$ cat src/rtl/debug_display_seq.sv
// debug_display_seq
// Routes one of N_CH packed 7-segment channel words to the front-panel digits
// through a registered output. Supports manual one-hot selection, auto-scroll
// with a programmable dwell time, a push-button channel step, and a
// freeze/hold capture of the displayed value.
// Optional build macro: DEBUG_DISPLAY_BLINK_EN blinks the held word while frozen.
module debug_display_seq #(
    parameter int N_CH       = 8,
    parameter int DIGITS     = 2,
    parameter int DWELL      = 50_000_000,
    parameter int BLINK_HALF = 12_500_000
) (
    input  logic                        CLK,
    input  logic                        RST,
    input  logic [N_CH*DIGITS*8-1:0]    SEG_BUS,
    input  logic [N_CH-1:0]             SEL,
    input  logic                        MODE,
    input  logic                        BTN_NEXT,
    input  logic                        FREEZE,
    output logic [DIGITS*8-1:0]         SEG,
    output logic [$clog2(N_CH)-1:0]     CH_IDX,
    output logic                        CH_VALID,
    output logic                        FROZEN
);

    localparam int W     = DIGITS * 8;
    localparam int IDX_W = $clog2(N_CH);
    localparam int CNT_W = $clog2(DWELL);

    localparam logic [W-1:0]     DASHES     = {DIGITS{8'b1011_1111}};
    localparam logic [IDX_W-1:0] LAST_IDX   = IDX_W'(N_CH - 1);
    localparam logic [CNT_W-1:0] DWELL_LAST = CNT_W'(DWELL - 1);

    // Reject parameter sets the datapath widths cannot represent.
    if (N_CH < 2 || N_CH > 16 || DIGITS < 1 || DWELL < 2 || BLINK_HALF < 1) begin : g_param_check
        $error("debug_display_seq: illegal parameter set");
    end

    typedef enum logic {
        ST_LIVE,
        ST_HELD
    } state_e;

    state_e            state_q, state_d;
    logic [W-1:0]      word_q, word_d;
    logic [IDX_W-1:0]  ch_idx_q, ch_idx_d;
    logic              ch_valid_q, ch_valid_d;
    logic [IDX_W-1:0]  idx_q, idx_d;
    logic [CNT_W-1:0]  cnt_q, cnt_d;
    logic              mode_q, mode_d;
    logic              btn_q;

    logic              sel_one;
    logic [IDX_W-1:0]  sel_idx;
    logic              hold;
    logic              entering;
    logic              btn_edge;
    logic              tick;
    logic [IDX_W-1:0]  eff_idx;
    logic [IDX_W-1:0]  next_idx;

    assign sel_one = $onehot(SEL);

    // Position of the set bit in SEL; only meaningful when SEL is one-hot.
    always_comb begin
        sel_idx = '0;
        for (int k = 0; k < N_CH; k++) begin
            if (SEL[k]) begin
                sel_idx = IDX_W'(k);
            end
        end
    end

    // Next-state logic: live channel selection, scroll stepping and hold.
    always_comb begin
        // NOTE: every combinational output gets a default first so no path
        // leaves a variable unassigned, which would infer a latch.
        state_d    = FREEZE ? ST_HELD : ST_LIVE;
        word_d     = word_q;
        ch_idx_d   = ch_idx_q;
        ch_valid_d = ch_valid_q;
        idx_d      = idx_q;
        cnt_d      = '0;
        mode_d     = mode_q;

        // Held once the capture edge has passed and FREEZE is still high.
        hold     = FREEZE && (state_q == ST_HELD);
        // mode_q only follows MODE on live edges, so a mode change made while
        // frozen is still seen as an entry into auto mode on release.
        entering = MODE && !mode_q;
        eff_idx  = entering ? (ch_valid_q ? ch_idx_q : '0) : idx_q;
        next_idx = (eff_idx == LAST_IDX) ? '0 : eff_idx + 1'b1;
        btn_edge = BTN_NEXT && !btn_q;
        tick     = (cnt_q == DWELL_LAST);

        if (!hold) begin
            mode_d = MODE;
            idx_d  = eff_idx;
            if (MODE) begin
                word_d     = SEG_BUS[eff_idx*W +: W];
                ch_idx_d   = eff_idx;
                ch_valid_d = 1'b1;
                // On the capture edge the output is still live but the
                // scroll position stays put, so release resumes from it.
                if (!FREEZE) begin
                    if (tick || btn_edge) begin
                        idx_d = next_idx;
                    end else begin
                        cnt_d = cnt_q + 1'b1;
                    end
                end
            end else if (sel_one) begin
                word_d     = SEG_BUS[sel_idx*W +: W];
                ch_idx_d   = sel_idx;
                ch_valid_d = 1'b1;
            end else begin
                word_d     = DASHES;
                ch_valid_d = 1'b0;
            end
        end
    end

    // State registers with synchronous reset.
    always_ff @(posedge CLK) begin
        // NOTE: sequential state uses non-blocking assignments so every
        // register samples the pre-edge values of its neighbours.
        if (RST) begin
            state_q    <= ST_LIVE;
            word_q     <= DASHES;
            ch_idx_q   <= '0;
            ch_valid_q <= 1'b0;
            idx_q      <= '0;
            cnt_q      <= '0;
            mode_q     <= 1'b0;
            btn_q      <= 1'b0;
        end else begin
            state_q    <= state_d;
            word_q     <= word_d;
            ch_idx_q   <= ch_idx_d;
            ch_valid_q <= ch_valid_d;
            idx_q      <= idx_d;
            cnt_q      <= cnt_d;
            mode_q     <= mode_d;
            btn_q      <= BTN_NEXT;
        end
    end

    assign CH_IDX   = ch_idx_q;
    assign CH_VALID = ch_valid_q;
    assign FROZEN   = (state_q == ST_HELD);

`ifdef DEBUG_DISPLAY_BLINK_EN
    localparam int BL_W = $clog2(BLINK_HALF + 1);
    localparam logic [BL_W-1:0] BLINK_LAST = BL_W'(BLINK_HALF - 1);

    logic [BL_W-1:0] bl_cnt_q, bl_cnt_d;
    logic            phase_q, phase_d;
    logic [W-1:0]    seg_q, seg_d;

    // Blink phase: restarts "on" at capture and on release, toggles every
    // BLINK_HALF held cycles; the "off" phase blanks all segments.
    always_comb begin
        bl_cnt_d = '0;
        phase_d  = 1'b1;
        if (hold) begin
            phase_d = phase_q;
            if (bl_cnt_q == BLINK_LAST) begin
                phase_d = !phase_q;
            end else begin
                bl_cnt_d = bl_cnt_q + 1'b1;
            end
        end
        seg_d = phase_d ? word_d : '1;
    end

    // Blink counter and registered (possibly blanked) segment output.
    always_ff @(posedge CLK) begin
        if (RST) begin
            bl_cnt_q <= '0;
            phase_q  <= 1'b1;
            seg_q    <= DASHES;
        end else begin
            bl_cnt_q <= bl_cnt_d;
            phase_q  <= phase_d;
            seg_q    <= seg_d;
        end
    end

    assign SEG = seg_q;
`else
    assign SEG = word_q;
`endif

endmodule
$ cat config.mk
export PLATFORM = sky130hd
export DESIGN_NAME = debug_display_seq
export DESIGN_NICKNAME = d
export VERILOG_FILES = /design/src/rtl/debug_display_seq.sv
export SDC_FILE = /design/constraint.sdc
export NUM_CORES = 1
export LEC_CHECK = 0
export BUFFER_PORTS_ARGS = -buffer_cell sky130_fd_sc_hd__buf_2
export CELL_PAD_IN_SITES_DETAIL_PLACEMENT = 1
export CELL_PAD_IN_SITES_GLOBAL_PLACEMENT = 2
export CORE_AREA = 2 2 118 143
export DETAILED_ROUTE_END_ITERATION = 10
export DIE_AREA = 0 0 120 145
export GPL_TIMING_DRIVEN = 0
export PLACE_DENSITY = 0.89
export SYNTH_ARGS = -nofsm -noshare
export SYNTH_HDL_FRONTEND = slang
export SYNTH_SLANG_ARGS = --single-unit
$ cat constraint.sdc
create_clock -name CLK -period 4.5 [get_ports CLK]
set_clock_uncertainty 0.05 [all_clocks]
set_input_delay 0 -clock CLK [delete_from_list [all_inputs] [get_ports CLK]]
set_output_delay 0 -clock CLK [all_outputs]
set_load 0.02 [all_outputs]
==> metrics, run 1 <==
Nets=849; maxcap violations=0; 1st-pass router iterations=4; Mapped Area=0.00457 mm2; Slowest-stage cell, CP=a2111oi_1; Total Routed Length=18200 um; DP HPWL=14900 um; post-synthesis instance total=528; share of cells above drive strength 1=0.322; Congestion Overflow GR=0; Post-synth EDFFs=0; Post-synth ARST share=0; Max H-tree Level=2; DR WL/cell=19.9 um; Highest Signal Layer=met4; Top cell by count, worst path=fa_1; sequential-to-total area share from yosys stat=0.228; most common cell after layout, fill and taps aside=buf_2; synth warn=0; largest net degree at the start of global routing=19; maximum clock insertion buffer count=2; final hold vios=0; die area=0.0174 mm2; Total GRT Usage=0.205; die width=120 um; initial antenna violation count=3; Req. time, crit path=4610 ps; # setup viols final=0; post-synthesis register bit count=52; first-pass GRT wire length=28200 um; CTS tree=yes; Syn-to-layout area delta=27.5%; Clock Root Buffer=clkbuf_16; number of global-route vias before repair=5420; Leak=2.44 nW; Filler cells=1984; fmax=241 MHz; Worst-path clk slew=80 ps; Crit Path Class=input pin to flop; worst hold path class=input pin to flop; Setup crit start kind=input pin; Slew Viols, Final=0; routed length on met2=9580 um; Max FO, Critical Path=10; most frequent cells in the layout=buf_2, nand2_1, nor2_1, dfxtp_1, mux2i_1; Max VDD drop=0.000184 V; final cycle utilization of the critical path=0.922; mean post-synth cell area=8.65 um2; CP arrival=4260 ps; DP Area=0.00563 mm2; status=finished, final reports clean; Vias/cell=5.34; met1 WL=7330 um; input/output buffers=160; Post-CTS Setup Inserts=0; min cycle time layout=4150 ps; Pwr Density=239 mW/mm2; Core Util, Final=0.364; RSZ-0062 raised after global routing=false; DRC viols=0; Final GP Congestion=0.860; critical path cell sequence=buf_2 > inv_1 > fa_1 > fa_1 > fa_1 > inv_1 > ha_1 > inv_1 > fa_1 > nor3b_1 > a21oi_1 > o21bai_1 > nand2_1 > clkbuf_1 > a2111oi_1 > a31oi_1; vias=4877; Top FF cell, synth=dfxtp_1; count of cell types in the netlist=59; core area=0.0160 mm2; Num CTS Buffers=5; Critical Path End Type=flop; cell area after layout=0.00582 mm2; Die Y-Extent=145 um; CTS sink count=52; initial core utilization=0.285; Worst Max-Slew Pin Slew=1210 ps; Synthesized Nets=679; number of DRC markers in iteration 0=161; met3 WL=763 um; io pins=162; Clock Latency Late Sink=300 ps; max incr delay on CP=660 ps; Slew headroom=0.188; Row Count=51; antenna viol nets, final=0; worst reg-to-reg setup slack=1580 ps
metal layers:
metal,global-route usage,vias up
met4,0.0794,0
met3,0.0291,34
li1,-,2310
met1,0.235,2380
met2,0.378,153
met5,0,-
cells by family after synthesis:
family,synth area share
AO/OA/AOI/OAI,0.156
XOR/XNOR,0.0441
multiplexers,0.289
adder cells (fa/ha/maj),0.0340
flip-flops,0.228
buffers and inverters,0.0545
AND/OR/NAND/NOR,0.195
area by class of cell:
cell class                      instances  area (um2)  share of cell area
Clock inverter                          3        25.0             0.00430
Inverter                               23        86.3              0.0148
Clock buffer                            5         125              0.0215
Antenna cell                            3        7.51             0.00129
Tap cell                              212         265              0.0456
Buffer                                 29         163              0.0279
Timing Repair Buffer                  163         831               0.143
Multi-Input combinational cell        424        3280               0.563
Sequential cell                        52        1040               0.179
worst paths after layout:
check,end,from,cells after the start
worst min register to register,cnt_q[0]$_SDFF_PP0_,cnt_q[0]$_SDFF_PP0_,1
worst max-delay path,SEG[12]$_SDFFE_PP1N_,SEL[3],16
worst max register to register,SEG[15]$_SDFFE_PP1N_,mode_q$_SDFFE_PP0N_,7
worst min-delay path,SEG[3]$_SDFFE_PP1N_,SEG_BUS[99],4
where the power goes:
part / internal [mW] / switching [mW] / total (mW) / leakage (nW)
Combinational: 0.215 / 0.260 / 0.475 / 1.94
Sequential: 0.485 / 0.0202 / 0.505 / 0.424
Clock: 0.211 / 0.199 / 0.410 / 0.0708
cells in the mapped netlist, drive strengths merged, types with 7 or more instances:
library cell   n  area (um2)
nand2         71         267
nor2          53         199
dfxtp         52        1040
mux2i         46         460
a21oi         30         150
mux4          30         698
inv           21        78.8
o21ai         18        90.1
clkbuf        16        60.1
xnor2         16         140
a31oi         15        93.8
mux2          14         161
buf           13         103
nand3         12        60.1
nor3          12        60.1
a211oi        11        87.6
o22ai         10        62.6
nor2b          8        50.1
nand4          7        43.8
xor2           7        61.3
sequential cells by signal, indices dropped and copies added, names as in the netlist:
signal,count
FROZEN,1
CH_IDX,3
SEG,16
btn_q,1
idx_q,3
CH_VALID,1
mode_q,1
cnt_q,26
stage by stage:
step	hold WS, ps	std cells	total power, mW	setup WS (ps)	setup TNS [ps]
final	98.9	914	1.39	352	0
after global placement	181	900	0.969	0.0600	0
after CTS	102	911	1.40	231	0
after global routing	130	914	1.46	53.1	0
after floorplan	21.6	528	0.796	1090	0
after detailed placement	183	900	0.988	-49.7	-49.7
critical path, delay by kind of cell:
family	cells	cell delay (ps)
buf+inv	5	660
compound gates	4	1260
simple gates	2	420
fa+ha+maj	5	1920
timing repair:
item                                   in CTS  in global routing
hold buffers                                3                  0
setup endpoints to repair                   0                  1
endpoints found under the hold margin       4                  0
resized for setup                           0                  1
Note: power is estimated with default switching activity, not from simulation.
==> run 2: changes to the inputs <==
--- a/config.mk
+++ b/config.mk
@@ -6,7 +6,7 @@
 export NUM_CORES = 1
 export LEC_CHECK = 0
 export BUFFER_PORTS_ARGS = -buffer_cell sky130_fd_sc_hd__buf_2
-export CELL_PAD_IN_SITES_DETAIL_PLACEMENT = 1
+export CELL_PAD_IN_SITES_DETAIL_PLACEMENT = 2
 export CELL_PAD_IN_SITES_GLOBAL_PLACEMENT = 2
 export CORE_AREA = 2 2 118 143
 export DETAILED_ROUTE_END_ITERATION = 10
==> run 2 against run 1 <==
Net effect: final cell count rose by 0.22%; sequential cell count is the same; sequential share of layout area barely moved; critical path type unchanged; critical endpoint is now SEG[15]$_SDFFE_PP1N_; largest cell class unchanged.
==> metrics, run 2 (same netlist as run 1, synthesis figures left out) <==
status=finished, final reports clean (unchanged); hold depth=3 (was 4); Max H-tree Level=2 (unchanged); Req. time, crit path=4620 ps (was 4610 ps); dpl cells=900 (unchanged); reg2reg start=mode_q$_SDFFE_PP0N_ (unchanged); CP arrival=4330 ps (was 4260 ps); RSZ-0062 raised after global routing=true (was false); maxcap violations=0 (unchanged); core area=0.0160 mm2 (unchanged); Setup WS pre-CTS=-142 ps (was -49.7 ps); # setup viols final=0 (unchanged); Die Y-Extent=145 um (unchanged); Congestion Overflow GR=0 (unchanged); R2R Path End=SEG[15]$_SDFFE_PP1N_ (unchanged); Row Count=51 (unchanged); Final Worst Setup Slack=285 ps (was 352 ps); hold wc startpoint=RST (was SEG_BUS[99]); Max FO, Critical Path=10 (unchanged); Sw Ratio=0.350 (was 0.345); Num CTS Buffers=5 (unchanged); Vias/cell=5.48 (was 5.34); number of DRC markers in iteration 0=238 (was 161); Post-CTS Setup Inserts=0 (unchanged); Final GP Congestion=0.860 (unchanged); Slew Viols, Final=0 (unchanged); initial core utilization=0.285 (unchanged); Slew headroom=0.217 (was 0.188); Worst Max-Slew Pin Slew=1170 ps (was 1210 ps); share of cells above drive strength 1=0.322 (unchanged); Setup crit start kind=input pin (unchanged); die width=120 um (unchanged); Pwr Density=240 mW/mm2 (was 239 mW/mm2); first-pass GRT wire length=31200 um (was 28200 um); power share of the combinational group=0.349 (was 0.342); fmax=237 MHz (was 241 MHz); Clk network pwr share=0.288 (was 0.295); Worst-path clk slew=70 ps (was 80 ps); Syn-to-layout area delta=27.6% (was 27.5%); most frequent cells in the layout=buf_2, nand2_1, nor2_1, dfxtp_1, mux2i_1 (unchanged); io pins=162 (unchanged); setup tns final=0 ps (unchanged); WHS Endpoint=cnt_q[1]$_SDFF_PP0_ (was SEG[3]$_SDFFE_PP1N_); worst reg-to-reg setup slack=1600 ps (was 1580 ps); DRC viols=0 (unchanged); Reg power frac=0.363 (about the same); Clock Latency Late Sink=300 ps (about the same); maximum clock insertion buffer count=2 (unchanged); min cycle time layout=4210 ps (was 4150 ps); Int Pwr=909 uW (was 911 uW); die area=0.0174 mm2 (unchanged); Biggest register=cnt_q (unchanged); CTS sink count=52 (unchanged); Critical Path End Type=flop (unchanged); worst hold-check slack=101 ps (was 98.9 ps); largest net degree at the start of global routing=17 (was 19); r2r worst-path depth=7 (unchanged); antenna viol nets, final=0 (unchanged); input/output buffers=160 (unchanged); Crit Path Class=input pin to flop (unchanged); final hold vios=0 (unchanged); Largest register FFs=26 (unchanged); Nets=849 (unchanged); DP HPWL=16500 um (was 14900 um); Final Non-Filler Cells=916 (was 914); Max VDD drop=0.000141 V (was 0.000184 V); worst hold path class=input pin to flop (unchanged); DP Area=0.00563 mm2 (unchanged); 1st-pass router iterations=4 (unchanged); most common cell after layout, fill and taps aside=buf_2 (unchanged); Net Sw Power=489 uW (was 479 uW); cell area after layout=0.00583 mm2 (was 0.00582 mm2); initial antenna violation count=5 (was 3); Clock Root Buffer=clkbuf_16 (unchanged); vias=5020 (was 4877); Filler cells=1831 (was 1984); Total Routed Length=20300 um (was 18200 um); Leak=2.43 nW (was 2.44 nW); CTS tree=yes (unchanged); Total GRT Usage=0.230 (was 0.205); final cycle utilization of the critical path=0.937 (was 0.922); number of global-route vias before repair=5759 (was 5420); DR WL/cell=22.2 um (was 19.9 um)
run 2: changes by cell type in the layout (fill, tap and decap cells not counted):
| cell | before | now |
|---|---|---|
| clkbuf_1 | 16 | 17 |
| diode_2 | 3 | 5 |
| inv_6 | 2 | 0 |
| a2111oi_2 | 0 | 1 |
| clkinv_4 | 0 | 1 |
| a2111oi_1 | 3 | 2 |
run 2: stage by stage:
step,total power [mW],utilization
finish,1.40,0.364
CTS,1.40,0.363
global placement,0.969,0.352
global route,1.46,0.364
floorplan,0.796,-
detailed placement,0.998,0.352
run 2: final cells by class:
class | count | area, um2 | area share
timing repair buffer | 163 | 831 | 0.143
clock buffer | 6 | 129 | 0.0221
clock inverter | 2 | 16.3 | 0.00279
antenna | 5 | 12.5 | 0.00215
buffer | 29 | 163 | 0.0279
multi-input combinational | 424 | 3280 | 0.564
sequential | 52 | 1040 | 0.179
tap | 212 | 265 | 0.0455
inverter | 23 | 86.3 | 0.0148
run 2: repair_timing:
action,CTS,global route
hold buffers,3,0
resized for setup,0,2
setup endpoints to repair,0,3
hold endpoints to repair,4,0
run 2: worst max-delay path, stage by stage:
cell       delay, ps
buf_2            130
inv_1             70
fa_1             460
fa_1             510
fa_1             410
inv_1             70
ha_1             170
inv_1             60
fa_1             370
nor3b_1          230
a21oi_1          150
o21bai_1         330
nand2_1          220
clkbuf_1         350
a2111oi_1        640
a31oi_1          150
run 2: worst max-delay path by stage:
| stage | slack [ps] | endpoint | start |
|---|---|---|---|
| after CTS | 160 | SEG[12]$_SDFFE_PP1N_ | SEL[3] |
| after global placement | 0.06 | SEG[12]$_SDFFE_PP1N_ | SEL[3] |
| final | 290 | SEG[15]$_SDFFE_PP1N_ | SEL[3] |
| after detailed placement | -140 | SEG[12]$_SDFFE_PP1N_ | SEL[3] |
| after floorplan | 1090 | SEG[12]$_SDFFE_PP1N_ | SEL[0] |
| after global routing | -50 | SEG[15]$_SDFFE_PP1N_ | SEL[3] |
run 2: routing by layer:
metal  track usage  wire, um  up-vias
met4         0.104       742        0
met3        0.0240       973       45
met1         0.253      7600     2495
met5             0         0        -
met2         0.435     11000      175
li1              -         -     2305
run 2: power groups by stage:
stage          clock network, mW  registers (mW)  logic (mW)
6_report                   0.403           0.507       0.488
5_1_grt                    0.424           0.510       0.527
4_1_cts                    0.409           0.507       0.486
3_5_place_dp                   0           0.517       0.481
3_3_place_gp                   0           0.516       0.454
2_1_floorplan                  0           0.538       0.259
